==> src/rtl/dwrr_sched_pkg.sv <==
// dwrr_sched_pkg: state encoding and parameter sanity helper shared by the scheduler
package dwrr_sched_pkg;

    localparam logic [0:0] IDLE = 1'b0;
    localparam logic [0:0] SCAN = 1'b1;

    function automatic bit deficit_width_ok(input int dw, input int lw, input int ww);
        return dw >= ((lw > ww ? lw : ww) + 1);
    endfunction

endpackage

==> src/rtl/dwrr_ffs.sv <==
// dwrr_ffs: lowest-index find-first-set over N request bits
module dwrr_ffs #(
    parameter int N = 4,
    parameter int W = 2
) (
    input  logic [N-1:0] req,
    output logic         any,
    output logic [W-1:0] idx
);

    always_comb begin
        any = |req;
        idx = '0;
        for (int i = N - 1; i >= 0; i--)
            if (req[i]) idx = W'(i);
    end

endmodule

==> src/rtl/dwrr_sched.sv <==
// dwrr_sched: deficit-weighted round-robin scheduler with per-queue strict-priority override
module dwrr_sched
    import dwrr_sched_pkg::*;
#(
    parameter int QUEUE_NUM_WIDTH = 2,
    parameter int QUEUE_NUM       = 2 ** QUEUE_NUM_WIDTH,
    parameter int WEIGHT_WIDTH    = 7,
    parameter int LEN_WIDTH       = 11,
    parameter int DEFICIT_WIDTH   = 12
) (
    input  logic                              clk,
    input  logic                              rst,
    input  logic [QUEUE_NUM*WEIGHT_WIDTH-1:0] sch_weight,
    input  logic [QUEUE_NUM*LEN_WIDTH-1:0]    sch_len,
    input  logic [QUEUE_NUM-1:0]              sch_rdy,
    input  logic [QUEUE_NUM-1:0]              sch_sp_mask,
    input  logic                              sch_en,
    output logic                              sch_busy,
    output logic                              sch_winner_vld,
    output logic [QUEUE_NUM_WIDTH-1:0]        sch_winner,
    output logic                              sch_none
);

    if (!deficit_width_ok(DEFICIT_WIDTH, LEN_WIDTH, WEIGHT_WIDTH)) begin : g_width_check
        $error("dwrr_sched: DEFICIT_WIDTH too narrow for LEN_WIDTH/WEIGHT_WIDTH");
    end

    logic [0:0]                 state;
    logic [QUEUE_NUM_WIDTH-1:0] ptr;
    logic [QUEUE_NUM_WIDTH-1:0] sp_idx;
    logic [DEFICIT_WIDTH-1:0]   deficit [QUEUE_NUM];
    logic [QUEUE_NUM-1:0]       sp_vec;
    logic [QUEUE_NUM-1:0]       dwrr_vec;
    logic                       sp_any;
    logic                       dwrr_any;
    logic [DEFICIT_WIDTH-1:0]   cur_def;
    logic [DEFICIT_WIDTH-1:0]   cur_w;
    logic [DEFICIT_WIDTH-1:0]   cur_len;
    logic [DEFICIT_WIDTH-1:0]   sat_sum;
    logic [DEFICIT_WIDTH:0]     sum;

    assign sp_vec = sch_rdy & sch_sp_mask;

    for (genvar q = 0; q < QUEUE_NUM; q++) begin : g_elig
        assign dwrr_vec[q] = sch_rdy[q] & ~sch_sp_mask[q] & (|sch_weight[q*WEIGHT_WIDTH +: WEIGHT_WIDTH]);
    end

    dwrr_ffs #(.N(QUEUE_NUM), .W(QUEUE_NUM_WIDTH)) u_sp_ffs (
        .req (sp_vec),
        .any (sp_any),
        .idx (sp_idx)
    );

    assign dwrr_any = |dwrr_vec;
    assign cur_def  = deficit[ptr];
    assign cur_w    = DEFICIT_WIDTH'(sch_weight[ptr*WEIGHT_WIDTH +: WEIGHT_WIDTH]);
    assign cur_len  = DEFICIT_WIDTH'(sch_len[ptr*LEN_WIDTH +: LEN_WIDTH]);
    assign sum      = {1'b0, cur_def} + {1'b0, cur_w};
    assign sat_sum  = sum[DEFICIT_WIDTH] ? '1 : sum[DEFICIT_WIDTH-1:0];
    assign sch_busy = state == SCAN;

    // Grant on a DWRR hit leaves ptr in place so the queue can spend leftover deficit next request
    always_ff @(posedge clk or posedge rst) begin
        if (rst) begin
            state          <= IDLE;
            ptr            <= '0;
            sch_winner_vld <= 1'b0;
            sch_winner     <= '0;
            sch_none       <= 1'b0;
            for (int i = 0; i < QUEUE_NUM; i++) deficit[i] <= '0;
        end else begin
            sch_winner_vld <= 1'b0;
            sch_none       <= 1'b0;
            if (state == IDLE) begin
                if (sch_en) state <= SCAN;
            end else if (sp_any) begin
                state          <= IDLE;
                sch_winner_vld <= 1'b1;
                sch_winner     <= sp_idx;
            end else if (!dwrr_any) begin
                state        <= IDLE;
                sch_none     <= 1'b1;
                deficit[ptr] <= '0;
            end else if (!dwrr_vec[ptr]) begin
                deficit[ptr] <= '0;
                ptr          <= ptr + 1'b1;
            end else if (cur_def >= cur_len) begin
                state          <= IDLE;
                sch_winner_vld <= 1'b1;
                sch_winner     <= ptr;
                deficit[ptr]   <= cur_def - cur_len;
            end else begin
                deficit[ptr] <= sat_sum;
                ptr          <= ptr + 1'b1;
            end
        end
    end

endmodule

==> config.mk <==
export PLATFORM = sky130hd
export DESIGN_NAME = dwrr_sched
export DESIGN_NICKNAME = d
export VERILOG_FILES = /design/src/rtl/dwrr_sched_pkg.sv /design/src/rtl/dwrr_ffs.sv /design/src/rtl/dwrr_sched.sv
export SDC_FILE = /design/constraint.sdc
export NUM_CORES = 1
export LEC_CHECK = 0
export BUFFER_PORTS_ARGS = -buffer_cell sky130_fd_sc_hd__buf_2
export CAP_MARGIN = 15
export CORE_ASPECT_RATIO = 1.25
export CORE_UTILIZATION = 56
export DETAILED_ROUTE_END_ITERATION = 10
export GPL_TIMING_DRIVEN = 0
export PLACE_DENSITY = 0.82
export RECOVER_POWER = 25
export SYNTH_ARGS = -nofsm -noshare
export SYNTH_HDL_FRONTEND = slang
export SYNTH_SLANG_ARGS = --single-unit
==> constraint.sdc <==
create_clock -name clk -period 4.6 [get_ports clk]
set_input_delay 0.23 -clock clk [delete_from_list [all_inputs] [get_ports clk]]
set_output_delay 0.23 -clock clk [all_outputs]
set_load 0.01 [all_outputs]
## Yosys cells after proc, flatten, opt, wreduce, memory -nomap -nowiden

Index checks and enable logic that the tools add are counted.

- Add/subtract/negate cells: 3
- $mul: 2
- $lt $le $gt $ge: 4
- Equality and inequality tests: 1
- Shifts and indexed selects: 2
- Multiplexer cells: 37
- Bitwise logic cells: 17
- Reductions and logical operators: 13

Operators by type and width:

| cell | number |
|---|---|
| $mux W48 | 3 |
| $bwmux W48 | 2 |
| $and A48 B48 Y48 | 1 |
| $mux W12 | 4 |
| $not A48 Y48 | 1 |
| $shiftx A44 B7 Y11 | 1 |
| $reduce_or A7 Y1 | 4 |
| $shiftx A28 B6 Y7 | 1 |
| $bmux W12 S2 | 1 |
| $demux W12 S2 | 1 |
| $mux W2 | 10 |
| $mux W1 | 15 |
| $add A12 B7 Y13 | 1 |
| $ge A12 B11 Y1 | 1 |
| $sub A12 B11 Y12 | 1 |
| $and A1 B1 Y1 | 8 |
| $reduce_and A4 Y1 | 2 |
| $reduce_or A4 Y1 | 2 |
| $mul A2 B4 Y6 const B | 1 |
| $reduce_bool A2 Y1 | 3 |
| $mul A2 B3 Y5 const B | 1 |
| $not A1 Y1 | 5 |
| $and A4 B4 Y4 | 1 |
| $ge A3 B3 Y1 const B | 1 |
| 8 further kinds | 8 |

- Register bits: 55
- Bits of input ports: 83
- Output and inout bits: 5
- Logic and storage cells: 88

## Depth between registers and ports, before layout

Gate-level depths: netlist (run 1).

- Depth after elaboration: 10
- Mapped depth: 14
- Mapped depth without buffers: 11

## By module

From an unflattened synthesis (run 1), not the netlist that was laid out.

- Cell total of the unflattened synthesis: 422
- Area, all modules: 4066.4 sq um

Modules (own cells, without submodules):

| module | times used | cells each | area an instance (sq um) | seq. area each (sq um) |
|---|---|---|---|---|
| dwrr_sched | 1 | 415 | 4031.4 | 1376.3 |
| dwrr_ffs | 1 | 7 | 35.0 | 0.0 |

## Worst setup path after synthesis (run 1)

OpenSTA, ideal clock, no wires.

- Path type: reg-to-reg
- Start: register ptr[1]
- End: register ptr[1]
- Setup time: 0.128 ns
- Arrival: 3.724 ns
- Data required time: 4.472 ns
- Path slack: 0.749 ns
- Stages on the path, launching flop included: 14
- Path buffers: 4
- Clock period less this slack: 3.851 ns
- Cell sequence: dfrtp_1 -> buf_2 -> buf_1 -> clkbuf_1 -> mux4_2 -> inv_1 -> ha_1 -> buf_2 -> a211o_1 -> a211o_1 -> o21ai_2 -> a21oi_4 -> nor4_4 -> mux2_1

- Cells in the longest elaborated chain, start to end: 7
- Elaborated cells between the ends (all ways): 14
- Classes of those cells: 1 x add/sub; 1 x mul; 1 x order compare; 1 x eq/ne; 1 x shift; 7 x mux; 1 x bitwise; 1 x reduce/logical

RTL lines:

| what | line | text |
|---|---|---|
| start, declared | dwrr_sched.sv:29 | `logic [QUEUE_NUM_WIDTH-1:0] ptr;` |
| start signal, assigned | dwrr_sched.sv:86 | `ptr <= ptr + 1'b1;` |
| start signal, assigned | dwrr_sched.sv:94 | `ptr <= ptr + 1'b1;` |
| parallel branches: the longest is 7 deep, another holds $ge A12 B11 Y1 | - |  |

Parallel ways; which one is timed is not known. The select of a mux whose other input is x is not followed.
A chain may end at the register's enable or synchronous reset.

## Final worst setup path (run 1)

- Start: register ptr[0]
- End: register deficit[22] (netlist name)

- Cells in the longest elaborated chain, start to end: 10
- Elaborated cells between the ends (all ways): 26
- Classes of those cells: 2 x add/sub; 2 x mul; 3 x order compare; 2 x shift; 13 x mux; 3 x bitwise; 1 x reduce/logical

RTL lines:

| what | line | text |
|---|---|---|
| parallel branches: the longest is 9 deep, another holds $sub A12 B11 Y12 | - |  |
| $mux W48 * | dwrr_sched.sv:80 | `end else if (!dwrr_any) begin` |
| end signal, assigned by index | dwrr_sched.sv:91 | `deficit[ptr] <= cur_def - cur_len;` |
| end signal, assigned by index | dwrr_sched.sv:93 | `deficit[ptr] <= sat_sum;` |
| end, declared | dwrr_sched.sv:31 | `logic [DEFICIT_WIDTH-1:0] deficit [QUEUE_NUM];` |

Every way passes the cells marked *. The select of a mux whose other input is x is not followed.

==> results of run 1 <==
## cell usage after synthesis (5+ instances only)
cell	instances
o21ai_0	19
clkbuf_1	6
xnor2_1	6
o21a_1	6
nand3_1	8
a32o_1	7
a21oi_1	20
mux2_2	30
mux4_2	31
or4_1	5
nor2b_1	7
inv_1	22
dfrtp_1	55
a211o_1	5
nand2_1	27
a211oi_1	6
ha_1	22
xor2_1	5
nor2_1	7
## worst max path at each step
stage                     slack (ns)  cells past startpoint          end   start
after global placement          0.04                     13  deficit[29]  ptr[1]
after global routing            0.08                     12  deficit[34]  ptr[0]
final                           0.28                     12  deficit[22]  ptr[0]
after floorplan                 0.75                     13       ptr[1]  ptr[1]
after CTS                       0.06                     12  deficit[22]  ptr[0]
after detailed placement       -0.07                     13  deficit[22]  ptr[1]
## state kept, by name, summed over array words and instances (netlist names)
| name | flops |
|---|---|
| sch_none | 1 |
| ptr | 2 |
| sch_winner | 2 |
| sch_winner_vld | 1 |
| sch_busy | 1 |
| deficit | 48 |
## where the power goes
group | internal (uW) | total, uW | switching, uW
Clock | 160 | 305 | 145
Sequential | 596 | 655 | 58.9
Combinational | 829 | 1850 | 1030
## area by class of cell
class	count	area, sq um
Multi-Input combinational cell	281	2680
Inverter	22	82.58
Clock inverter	1	30.03
Buffer	14	72.57
Clock buffer	6	72.57
Sequential cell	55	1376
Tap cell	92	115.1
Fill cell	549	2435
Timing Repair Buffer	89	449.2
## layer usage
| layer | routed length (um) | track usage [%] | part of all wire (%) | up-vias |
|---|---|---|---|---|
| li1 | - | - | - | 1645 |
| met1 | 3901 | 32.43 | 36 | 1774 |
| met2 | 5860 | 53.12 | 55 | 139 |
| met3 | 580 | 3.426 | 5.4 | 21 |
| met4 | 359 | 14.27 | 3.4 | 0 |
| met5 | 0 | 0 | 0 | - |
## timing repair
item / 4_1_cts / 5_1_grt
gates cloned: 0 / 0
hold endpoints to repair: 9 / 0
endpoints found under the setup margin: 9 / 33
hold buffers: 1 / 0
gates resized for setup: 0 / 2
## logic make-up after synthesis
group                    count (synthesis)  share of synthesized area (%)
AO/OA/AOI/OAI                           99                          17.58
XOR/XNOR                                11                          2.286
adder cells (fa/ha/maj)                 24                          7.482
buffers and inverters                   37                          3.741
flip-flops                              55                          32.66
multiplexers                            65                          25.56
AND/OR/NAND/NOR                         82                          10.69
## worst max-delay path: cells and delay by family (launching register included)
family | cells | cell delay [ns]
flops | 1 | 0.40
mux | 2 | 0.73
compound gates | 5 | 1.69
fa+ha+maj | 1 | 0.30
buf+inv | 4 | 1.12
## stage by stage
| step | hold WS, ns | utilization, % | instances | setup slack (ns) |
|---|---|---|---|---|
| 4_1_cts | 0.1314 | 66.91 | 560 | 0.06321 |
| 3_3_place_gp | 0.4456 | 65.15 | 552 | 0.04350 |
| 2_1_floorplan | 0.3511 | - | 373 | 0.7486 |
| 5_1_grt | 0.1205 | 66.71 | 560 | 0.07845 |
| 6_report | 0.1331 | 66.71 | 560 | 0.2781 |
| 3_5_place_dp | 0.1606 | 65.42 | 553 | -0.07341 |
==> results.yml, run 1 <==
logic_synthesis:
  synth_ff_type: "dfrtp_1"
  netlist_instances: 373
  yosysWarnings: 0
  synth_seq_area_share_pct: 32.66
  synthArstFlopShare_pct: 100.0
  synth_edf_count: 0
  syn_avg_cell_area_sq_um: 11.30
  synth_cell_types: 60
  ys_ff_latch: 55
  synth_top_cell_by_area: "dfrtp_1"
  synth_top_area_share_pct: 32.66
  synth_fp_nets: 480
  yosys-top-cells-area: "dfrtp_1 33%, mux4_2 17%, mux2_2 8.0%, ha_1 6.5%, nand2_1 2.4%"
  syn-cell-area_sq_um: 4214
job:
  drv_cap: 1
pwr:
  power_uw: 2814
  p_leak_uw: 0.002283
  p_per_area_nw_per_um2: 576.9
  max-vdd-ir-drop_v: 0.0003267
critical_path:
  timing.rr.end: "deficit[22]"
  endpoint_kind: "register"
  cp_slowest_stage_delay_ns: 0.57
  worstRegToRegCells: 12
  worstSetupPathType: "register to register"
  cp_cell_sequence: "buf_6 -> buf_4 -> buf_1 -> mux4_2 -> ha_1 -> buf_2 -> a211o_1 -> a211o_1 -> o21ai_2 -> o41ai_1 -> a211oi_1 -> mux2_2"
  reg2reg_slack_ns: 0.28
  crit_top_cell: "a211o_1"
  critPathSlowestCell: "buf_1"
  crit_arrival_ns: 4.57
  cp-start-kind: "register"
  crit_required_ns: 4.85
  crit_fanout: 10
  rr_startpoint: "ptr[0]"
die:
  dieArea_sq_um: 7878
  ioPinCount: 88
  rows: 35
  start_util_pct: 57.62
  die_h_um: 98.99
  coreArea_sq_um: 7313
  die_w_um: 79.59
hold_path:
  min_to: "sch_busy"
  hp-class: "primary input to register"
  hp-start: "sch_en"
  holdPathStages: 2
sta:
  rsz0062_at_grt: "no"
  period_share_pct: 93.95
  hold_viol: 0
  fmax_ghz: 0.2314
  relSlewSlack_pct: -63.84
  setup_violations: 0
  worst_pin_slew_ns: 2.458
  setup_tns_ns: 0
  period_minus_slack_ns: 4.322
  fin_worst_skew_ns: 0.005433
  drv_slew: 47
global_route:
  grt_util_all_layers_pct: 28.96
  grt_first_pass_wirelength_um: 17360
  grt_pass1_vias: 3747
  gr-total-overflow: 0
  antenna_found_initial: 0
  grt_max_degree: 47
routing:
  drt_iter0_drc: 208
  viasPerCell: 6.391
  drc_errors: 0
  routedWlPerCell_um: 19.11
  num_vias: 3579
  dr.pass1.iters: 4
  drt_wl_total_um: 10700
  antenna_left: 0
finish:
  stdcell_area_sq_um: 4878
  antennaDiodeCount: 0
  drive_gt1_share_pct: 38.03
  final_cell_mix: "90 x buf_2, 55 x dfrtp_1, 31 x mux4_2, 30 x mux2_2, 27 x nand2_1"
  final_common_cell: "buf_2"
  final_net_count: 575
  area_growth_pct: 15.77
placed_design:
  place_area_sq_um: 4785
  dp.final_hpwl_um: 8777
  routabilityCongestion: 0.9060
  io_buffers: 87
clock_network:
  clk_pin_slew_ns: 0.09
  cts_root_buffer: "clkbuf_8"
  cts_inserted_buffers: 5
  cts_num_sinks: 55
  htreeDepth: 2
  postCtsSetupRepairBufs: 0
  clk_path_buf_depth: 2
  clock_latency_ns: 0.31
  cts_tree: "done"
run_status:
  status: "complete, but fails checks"
  violations: "capacitance limit, slew limit"
(Power assumes the default switching activity.)
==> inputs of run 2 (changes only) <==
Settings changed: ABC_CLOCK_PERIOD_IN_PS from default to 4600, CAP_MARGIN 15 to 20, SETUP_SLACK_MARGIN from default to 0.5.
==> results.yml, run 2 (synthesis gave the netlist of run 1 again) <==
critical_path:
  worstRegToRegCells: 12
  reg2reg_slack_ns: 0.67
  endpoint_kind: "register"
  crit_required_ns: 4.84
  crit_fanout: 10
  worstSetupPathType: "register to register"
  rr_startpoint: "ptr[1]"
  timing.rr.end: "deficit[45]"
  crit_arrival_ns: 4.17
  cp-start-kind: "register"
routing:
  drt_iter0_drc: 188
  drt_wl_total_um: 10890
  drc_errors: 0
  antenna_left: 0
  routedWlPerCell_um: 19.42
  viasPerCell: 6.414
  dr.pass1.iters: 5
  num_vias: 3598
hold_path:
  holdPathStages: 2
  min_to: "sch_busy"
  hp-class: "primary input to register"
  hp-start: "sch_en"
sta:
  setup_violations: 0
  hold_viol: 0
  rsz0062_at_grt: "yes"
  fin_worst_skew_ns: 0.004943
  drv_slew: 47
  fmax_ghz: 0.2542
  relSlewSlack_pct: -61.87
  worst_pin_slew_ns: 2.428
  period_minus_slack_ns: 3.934
  setup_tns_ns: 0
  period_share_pct: 85.52
die:
  start_util_pct: 57.62
  coreArea_sq_um: 7313
  die_h_um: 98.99
  dieArea_sq_um: 7878
  ioPinCount: 88
  die_w_um: 79.59
  rows: 35
pwr:
  p_per_area_nw_per_um2: 581.5
  power_uw: 2860
  max-vdd-ir-drop_v: 0.0003334
  p_leak_uw: 0.002301
global_route:
  grt_util_all_layers_pct: 29.29
  antenna_found_initial: 0
  grt_first_pass_wirelength_um: 17460
  gr-total-overflow: 0
  grt_pass1_vias: 3777
  grt_max_degree: 47
placed_design:
  routabilityCongestion: 0.9060
  dp.final_hpwl_um: 8777
  io_buffers: 87
clock_network:
  clock_latency_ns: 0.31
  clk_pin_slew_ns: 0.09
  cts_tree: "done"
  cts_inserted_buffers: 5
  cts_root_buffer: "clkbuf_8"
  cts_num_sinks: 55
  htreeDepth: 2
  clk_path_buf_depth: 2
finish:
  final_cell_mix: "91 x buf_2, 55 x dfrtp_1, 31 x mux4_2, 30 x mux2_2, 27 x nand2_1"
  n_fill_cell: 547
  antennaDiodeCount: 0
  final_net_count: 576
  final_common_cell: "buf_2"
  drive_gt1_share_pct: 39.87
  top_register: "deficit"
  largest_reg_flops: 48
  largestRegisters: "deficit x48, ptr x2, sch_winner x2"
  area_growth_pct: 16.72
job:
  drv_cap: 1
run_status:
  violations: "capacitance limit, slew limit"
  status: "complete, but fails checks"
-- run 2: changes by cell type in the layout (fill, tap and decap cells not counted), sizes merged --
cell	delta
buf	+1
-- run 2: worst max-delay path, stage by stage, from the launching register on --
cell      delay (ns)
dfrtp_1         0.38
buf_2           0.26
clkbuf_4        0.31
clkbuf_2        0.33
mux4_2          0.36
inv_1           0.07
ha_1            0.27
a21oi_1         0.40
o21bai_1        0.20
a211oi_1        0.46
mux2_2          0.39
nand3_1         0.21
a32o_1          0.22
-- run 2: area by class of cell --
cell class / count / area, sq um / share of cell area [%]
Clock buffer: 6 / 72.57 / 1.475
Sequential cell: 55 / 1376 / 27.98
Buffer: 15 / 86.33 / 1.755
Clock inverter: 1 / 30.03 / 0.6105
Multi-Input combinational cell: 281 / 2706 / 55.02
Tap cell: 92 / 115.1 / 2.340
Timing Repair Buffer: 89 / 449.2 / 9.133
Inverter: 22 / 82.58 / 1.679
-- run 2: worst max path at each step --
stage                 from          end  slack [ns]  cells past startpoint
finish              ptr[1]  deficit[45]        0.67                     12
global route        ptr[1]  deficit[45]        0.46                     12
CTS                 ptr[1]       ptr[1]        0.51                     13
detailed placement  ptr[1]  deficit[22]       -0.07                     13
global placement    ptr[1]  deficit[29]        0.04                     13
floorplan           ptr[1]       ptr[1]        0.75                     13
-- run 2: repair_timing --
action | 4_1_cts | 5_1_grt
buffers inserted | 0 | 0
resized for setup | 10 | 7
hold buffers | 1 | 0
gates cloned | 0 | 0
endpoints found under the hold margin | 9 | 0
pin swaps | 0 | 0
setup endpoints to repair | 54 | 51
-- run 2: power by group --
part | total, uW | switching [uW] | leakage [uW] | internal (uW)
combinational | 1900 | 1060 | 0.00150 | 843
clock | 304 | 144 | 0.0000513 | 160
sequential | 657 | 60.1 | 0.000746 | 596
total | 2860 | 1260 | 0.00230 | 1600
-- run 2: routing by layer --
metal | vias to the layer above | wire, um | part of all wire, % | track usage (%)
li1 | 1645 | - | - | -
met1 | 1783 | 4048 | 37 | 32.43
met2 | 140 | 5919 | 54 | 53.45
met3 | 30 | 490 | 4.5 | 3.611
met4 | 0 | 435 | 4.0 | 15.66
met5 | - | 0 | 0 | 0
-- run 2: metrics by stage --
stage	setup slack [ns]	area [sq um]	utilization, %	hold WS (ns)	cells
after floorplan	0.7486	4214	-	0.3511	373
after global placement	0.04350	4765	65.15	0.4456	552
after detailed placement	-0.07341	4785	65.42	0.1606	553
after global routing	0.4610	4918	67.25	0.1205	561
after CTS	0.5127	4913	67.19	0.1314	561
final	0.6661	4918	67.25	0.1344	561
==> inputs of run 3 (changes only) <==
--- a/config.mk
+++ b/config.mk
@@ -10,3 +10,2 @@
 export CAP_MARGIN = 20
-export CORE_ASPECT_RATIO = 1.25
 export CORE_UTILIZATION = 56
==> constraint.sdc (replaced) <==
create_clock -name clk -period 4.6 [get_ports clk]
set_input_delay 0.46 -clock clk [delete_from_list [all_inputs] [get_ports clk]]
set_output_delay 0.46 -clock clk [all_outputs]
set_load 0.01 [all_outputs]
==> results.yml, run 3 (synthesis gave the netlist of run 1 again) <==
run_status:
  status: "complete, but fails checks"
  violations: "capacitance limit, slew limit"
routing:
  routed.top_layer: "met4"
  wl_met1_um: 4373
  drc_errors: 0
  dr_wl_met2_um: 5646
  met3WireLength_um: 661
  viasPerCell: 6.239
  num_vias: 3531
  routedWlPerCell_um: 19.33
  dr.pass1.iters: 5
  drt_wl_total_um: 10940
  antenna_left: 0
  drt_iter0_drc: 130
finish:
  largest_reg_flops: 48
  antennaDiodeCount: 0
  top_register: "deficit"
  n_fill_cell: 574
  largestRegisters: "deficit x48, ptr x2, sch_winner x2"
  regArea_sq_um: 1376
  final_net_count: 575
  area_growth_pct: 16.15
  final_common_cell: "buf_2"
  final_cell_mix: "91 x buf_2, 55 x dfrtp_1, 31 x mux4_2, 30 x mux2_2, 27 x nand2_1"
  drive_gt1_share_pct: 40.04
  multiInputGateArea_sq_um: 2711
  utilization_pct: 67.48
pwr:
  p_per_area_nw_per_um2: 573.4
  max-vdd-ir-drop_v: 0.0002797
  switchingPower_uw: 1261
  clkPwrFrac_pct: 8.6
  power_frac_seq_pct: 23.4
  p_sw_share_pct: 44.93
  p_leak_uw: 0.002284
  internal_power_uw: 1546
  p_comb_share_pct: 68.0
sta:
  rsz0062_at_grt: "no"
  worst_slack_ns: 0.6745
  fin_worst_skew_ns: 0.009518
  period_minus_slack_ns: 3.925
  holdWs_ns: 0.09825
  fmax_ghz: 0.2547
  drv_slew: 48
  worst_pin_slew_ns: 2.457
  period_share_pct: 85.34
  relSlewSlack_pct: -63.80
  setup_tns_ns: 0
  setup_violations: 0
  hold_viol: 0
die:
  die_h_um: 88.75
  start_util_pct: 58.10
  die_w_um: 88.75
  coreArea_sq_um: 7253
  rows: 31
  ioPinCount: 88
  dieArea_sq_um: 7876
critical_path:
  crit_fanout: 10
  reg2reg_slack_ns: 0.67
  crit_buf_inv: 3
  critical-path-top-delay-family: "compound AO/OA/AOI/OAI gates"
  endpoint_kind: "register"
  critPathSlowestCell: "mux4_2"
  worstSetupPathType: "register to register"
  cp_cell_sequence: "buf_2 -> clkbuf_4 -> mux4_2 -> ha_1 -> buf_2 -> a211o_1 -> a211o_1 -> o21ai_4 -> a21oi_4 -> nor4_4 -> mux2_1"
  crit_required_ns: 4.79
  crit_arrival_ns: 4.11
  cp_slowest_stage_delay_ns: 0.60
  cp-start-kind: "register"
global_route:
  grt_util_all_layers_pct: 29.77
  grt_first_pass_wirelength_um: 17400
  gr-total-overflow: 0
  grt_pass1_vias: 3684
  antenna_found_initial: 0
  grt_max_degree: 48
clock_network:
  cts_tree: "done"
  cts_hold_buf: 0
  clk_path_buf_depth: 2
  postCtsSetupRepairBufs: 0
  clock_latency_ns: 0.30
  cts_root_buffer: "clkbuf_8"
  cts_num_sinks: 55
  htreeDepth: 2
  cts_inserted_buffers: 5
  clk_pin_slew_ns: 0.09
placed_design:
  io_buffers: 87
  routabilityCongestion: 0.9008
  pre_cts_slack_ns: -0.1302
  dp.final_hpwl_um: 8768
hold_path:
  hp-class: "primary input to async pin"
job:
  drv_cap: 1
run 3: changes by cell type in the layout (fill, tap and decap cells not counted), sizes merged:
cell and change:
bufinv -1, dlygate4sd3 -1, buf -1, clkbuf +1
run 3: timing repair:
action,4_1_cts,5_1_grt
setup endpoints to repair,54,52
gates resized for setup,10,9
gates cloned,0,0
run 3: final timing paths:
path / startpoint / cells after the start / to
worst min-delay path: rst / 2 / deficit[8]
worst min register to register: deficit[20] / 2 / deficit[20]
min in group clk: sch_en / 2 / sch_busy
worst max-delay path: ptr[1] / 11 / ptr[1]
worst max register to register: ptr[1] / 11 / ptr[1]
max in group asynchronous: rst / 3 / deficit[18]
run 3: metrics by stage:
stage,cells,total power [uW],cell area [sq um]
after floorplan,373,2070,4214
after global placement,559,2421,4773
after detailed placement,560,2513,4793
after CTS,566,2774,4882
after global routing,566,3022,4895
final,566,2807,4895
run 3: area by class of cell:
| cell class | instances | share of cell area [%] |
|---|---|---|
| plain buffers | 15 | 1.815 |
| inverters | 22 | 1.687 |
| well taps | 99 | 2.531 |
| clock buffers | 6 | 1.483 |
| repair buffers | 88 | 8.972 |
| multi-input cells | 281 | 55.39 |
| flip-flops and latches | 55 | 28.12 |
run 3: power groups by stage:
| stage | registers (uW) | logic [uW] | clock network, uW |
|---|---|---|---|
| 3_5_place_dp | 666 | 1850 | 0 |
| 3_3_place_gp | 653 | 1770 | 0 |
| 6_report | 657 | 1910 | 242 |
| 2_1_floorplan | 650 | 1420 | 0 |
| 4_1_cts | 655 | 1870 | 251 |
| 5_1_grt | 668 | 2080 | 272 |
run 3: layer usage:
layer	vias up	track usage, %
li1	1638	-
met1	1754	35.22
met2	121	52.24
met3	18	6.903
met4	0	12.17
met5	-	0
